## src/rtl/m_updown_counter.sv

```systemverilog
// Modulo-N up/down counter with load-clamp and a one-cycle boundary pulse.
// Define M_UPDOWN_COUNTER_SATURATE_EN to hold at the range ends instead of wrapping.
module m_updown_counter #(
    parameter int unsigned WIDTH  = 4,
    parameter int unsigned MODULO = 10
) (
    input  logic             w_clock,
    input  logic             w_reset,
    input  logic             w_enable,
    input  logic             w_up,
    input  logic             w_load,
    input  logic [WIDTH-1:0] w_load_value,
    output logic [WIDTH-1:0] w_count,
    output logic             w_wrap
);

    localparam logic [WIDTH-1:0] MAX_VAL = WIDTH'(MODULO - 1);
    // One extra bit so MODULO = 2**WIDTH is representable in the clamp compare.
    localparam logic [WIDTH:0]   MOD_EXT = (WIDTH+1)'(MODULO);

    logic [WIDTH-1:0] r_count;
    logic             r_wrap;
    logic [WIDTH-1:0] w_next_count;
    logic             w_next_wrap;

    // Next-state: load beats count step beats hold; only a step can raise the pulse.
    always_comb begin
        w_next_count = r_count;
        w_next_wrap  = 1'b0;
        if (w_load) begin
            w_next_count = ({1'b0, w_load_value} < MOD_EXT) ? w_load_value : MAX_VAL;
        end else if (w_enable) begin
            if (w_up) begin
                if (r_count == MAX_VAL) begin
                    w_next_wrap = 1'b1;
`ifdef M_UPDOWN_COUNTER_SATURATE_EN
                    w_next_count = MAX_VAL;
`else
                    w_next_count = '0;
`endif
                end else begin
                    w_next_count = r_count + WIDTH'(1);
                end
            end else begin
                if (r_count == '0) begin
                    w_next_wrap = 1'b1;
`ifdef M_UPDOWN_COUNTER_SATURATE_EN
                    w_next_count = '0;
`else
                    w_next_count = MAX_VAL;
`endif
                end else begin
                    w_next_count = r_count - WIDTH'(1);
                end
            end
        end
    end

    always_ff @(posedge w_clock) begin
        if (w_reset) begin
            r_count <= '0;
            r_wrap  <= 1'b0;
        end else begin
            r_count <= w_next_count;
            r_wrap  <= w_next_wrap;
        end
    end

    assign w_count = r_count;
    assign w_wrap  = r_wrap;

endmodule
```

## config.mk

```make
export PLATFORM = sky130hd
export DESIGN_NAME = m_updown_counter
export DESIGN_NICKNAME = d
export VERILOG_FILES = /design/src/rtl/m_updown_counter.sv
export SDC_FILE = /design/constraint.sdc
export NUM_CORES = 1
export LEC_CHECK = 0
export CAP_MARGIN = 20
export CORE_AREA = 5 5 42 44
export DETAILED_ROUTE_END_ITERATION = 16
export DIE_AREA = 0 0 47 49
export GPL_TIMING_DRIVEN = 0
export MAX_ROUTING_LAYER = met4
export SLEW_MARGIN = 0
export SYNTH_ARGS = -nofsm -noshare
export SYNTH_HDL_FRONTEND = slang
export SYNTH_SLANG_ARGS = --single-unit
```

## constraint.sdc

```tcl
create_clock -name w_clock -period 2.3 [get_ports w_clock]
set_input_delay 0.23 -clock w_clock [delete_from_list [all_inputs] [get_ports w_clock]]
set_output_delay 0.23 -clock w_clock [all_outputs]
set_load 0.02 [all_outputs]
```

==> implementation parameters <==
Parameter                              Value

Run status
  Outcome    finished clean

Global routing
  Wire length of the first global-routing pass    1.59 mm
  Vias in the first global route    367
  Overall global routing resource usage    about a tenth
  Total congestion overflow    0
  Pin count of the biggest net entering global routing    11
  Number of antenna violations at the first check in global routing    0

Clocking
  Clock tree from TritonCTS    built
  CTS Buffer Depth    2
  Clock transition at the registers of the reported paths    0.04 ns
  Number of buffers added to fix hold violations after cts    0
  Number of H-tree levels    1
  Number of cells upsized or downsized after cts    0
  CTS root buf    sky130_fd_sc_hd__clkbuf_4
  CTS buffer count    3
  Clock tree sinks    5
  Clock latency on the worst-skew pair    about 0.23 ns
  Post-CTS Repair Setup Buffers    0

Timing
  Final Slew Violations    0
  Setup violation total in the final timing report    0
  Setup TNS Final    0 ns
  Timing-limited maximum frequency    703 MHz
  Final Skew    0.00195 ns
  Actual transition at the worst max-transition pin    0.254 ns
  Worst relative slew slack    82.9%
  Final period util    around three fifths
  Hold Violations, Final    0
  RSZ-0062 raised after global routing    false
  Final critical-path required period    1.42 ns

Logic synthesis
  Asr flop ratio synth    0%
  Number of nets produced by synthesis    59
  Most used flip-flop cell after synthesis    sky130_fd_sc_hd__dfxtp_1
  Unique masters post-synth    30
  Post-Synthesis Cell Area    408 um2
  Post-Synthesis Mean Instance Area    8.16 um2
  Cells after Synth    50
  Register bit count reported by yosys    5
  Seq/Total Area, Yosys    about a quarter
  Post-synth EDFFs    0
  YS warnings    0

Placement
  Count of port buffers added during placement    11
  Hpwl dp    around 740 um
  Last weighted congestion value of the routability-driven placer    just over 0.8
  Dpl cells    77

Critical path
  Critical-path cell list    clkdlybuf4s50_1
  Critical path data required time    2.07 ns
  CP Launch Type    register
  Critical path capture point type    output port
  Critical path fanouts, max    2
  Worst Setup Path Type    reg -> out
  Cell type group with the largest total delay on the critical path    buffers and inverters
  Critical-path cell with the highest stage delay    sky130_fd_sc_hd__clkdlybuf4s50_1
  Number of cells on the worst reg-to-reg path    5
  Number of buffer and inverter stages on the critical path    1
  Data arrival time of the critical path    1.19 ns
  Instance count on the critical path    1
  Longest individual stage delay on the worst path    between 0.6 and 0.7 ns

Worst hold path
  Class of the tightest hold or removal check    in -> reg
  Hold Path Depth    2

Power
  Peak supply drop    0.187 mV
  Pleak    between 0.2 and 0.25 nW
  Power per unit of standard cell area    515 nW/um2

Final layout
  Count of inserted antenna diode cells    0
  Layout Cells excl Fill    81
  Commonest non-fill, non-tap cell in the layout    sky130_fd_sc_hd__clkdlybuf4s50_1
  Highest-count cells in the layout ignoring fill and taps    sky130_fd_sc_hd__clkdlybuf4s50_1 (11), sky130_fd_sc_hd__dfxtp_1 (5), sky130_fd_sc_hd__o21ai_0 (4)
  Final net count    75
  Synth-to-layout area growth    38.3%
  Fraction of layout instances using a drive strength above 1    between 20% and 30%
  Final-layout fill cell count    166

Drt
  DRC violations left    0
  Final WL    988 um
  Final antenna-violating net count    0
  DR iter-0 viols    7
  Number of vias per cell after detailed routing    between 5 and 6
  Wire length per cell    12.2 um
  1st-pass router iterations    4
  Routed via count    around 430

Die
  Initial core utilization    29.1%
  Number of rows in the core area    14
  Core area    between 1000 and 1500 um2
  Die Ht    49 um
  Die width    roughly 47 um
  Boundary pin count    14
  Die Outline Area    between 2000 and 2500 um2

Run
  Max-cap check violation count    0
==> synthesized netlist by cell type, drive strengths merged, types with 2 or more instances <==
cell,number,share of area (%)
or3,2,4.3
buf,6,13
a21oi,3,3.7
nor2,3,2.8
inv,3,2.8
o21ai,4,4.9
xor2,2,4.3
nor4,2,3.1
nand3b,3,5.5
o22ai,2,3.1
dfxtp,5,25
==> flip-flops by register name (all words and copies together) (netlist names) <==
| register | flops |
|---|---|
| w_count | 4 |
| w_wrap | 1 |
==> cell type report <==
| cell class | instances | area [um2] | share of cell area [%] |
|---|---|---|---|
| multi-input cells | 36 | 245 | 43.5 |
| repair buffers | 11 | 110 | 19.5 |
| inverters | 3 | 11.3 | 2.00 |
| clock buffers | 4 | 26.3 | 4.66 |
| flip-flops and latches | 5 | 100 | 17.7 |
| plain buffers | 6 | 51.3 | 9.09 |
| well taps | 16 | 20.0 | 3.55 |
==> routing by layer <==
| layer | part of all wire [%] | global-route usage [%] |
|---|---|---|
| met1 | 49 | 13.4 |
| met2 | 45 | 12.7 |
| met3 | 4.4 | 1.11 |
| met4 | 1.3 | 6.91 |
| met5 | 0 | - |
==> worst paths after layout <==
kind                   start  slack (ns)          to
setup / recovery  w_count[1]        0.88  w_count[1]
hold / removal        w_load        0.32  w_count[1]
setup reg to reg  w_count[0]        1.02  w_count[1]
hold reg to reg   w_count[2]        0.57      w_wrap
==> logic make-up after synthesis <==
group | after synthesis | share of synthesized area, %
xor gates and xnor gates | 2 | 4.30
muxes | 1 | 2.45
buffers and inverters | 9 | 15.3
DFF | 5 | 24.5
and+or+nand+nor | 17 | 25.2
AOI/OAI and AO/OA | 16 | 28.2
==> per-stage QoR <==
stage | cell area, um2 | util, % | worst slack, ns | total power [mW] | hold WS [ns]
finish | 564 | 40.3 | 0.878 | 0.291 | 0.316
global route | 564 | 40.3 | 0.835 | 0.311 | 0.336
CTS | 564 | 40.3 | 0.864 | 0.294 | 0.307
detailed placement | 538 | 38.4 | 0.666 | 0.195 | 0.555
global placement | 538 | 38.4 | 0.679 | 0.194 | 0.546
floorplan | 408 | - | 1.04 | 0.161 | 0.302
==> report_power, final <==
part	total [mW]	leakage, nW	internal (mW)	switching, mW
registers	0.0961	0.0412	0.0930	0.00316
logic	0.0983	0.153	0.0494	0.0490
clock network	0.0964	0.0150	0.0653	0.0312
total	0.291	0.209	0.208	0.0833
(Power assumes the default switching activity.)
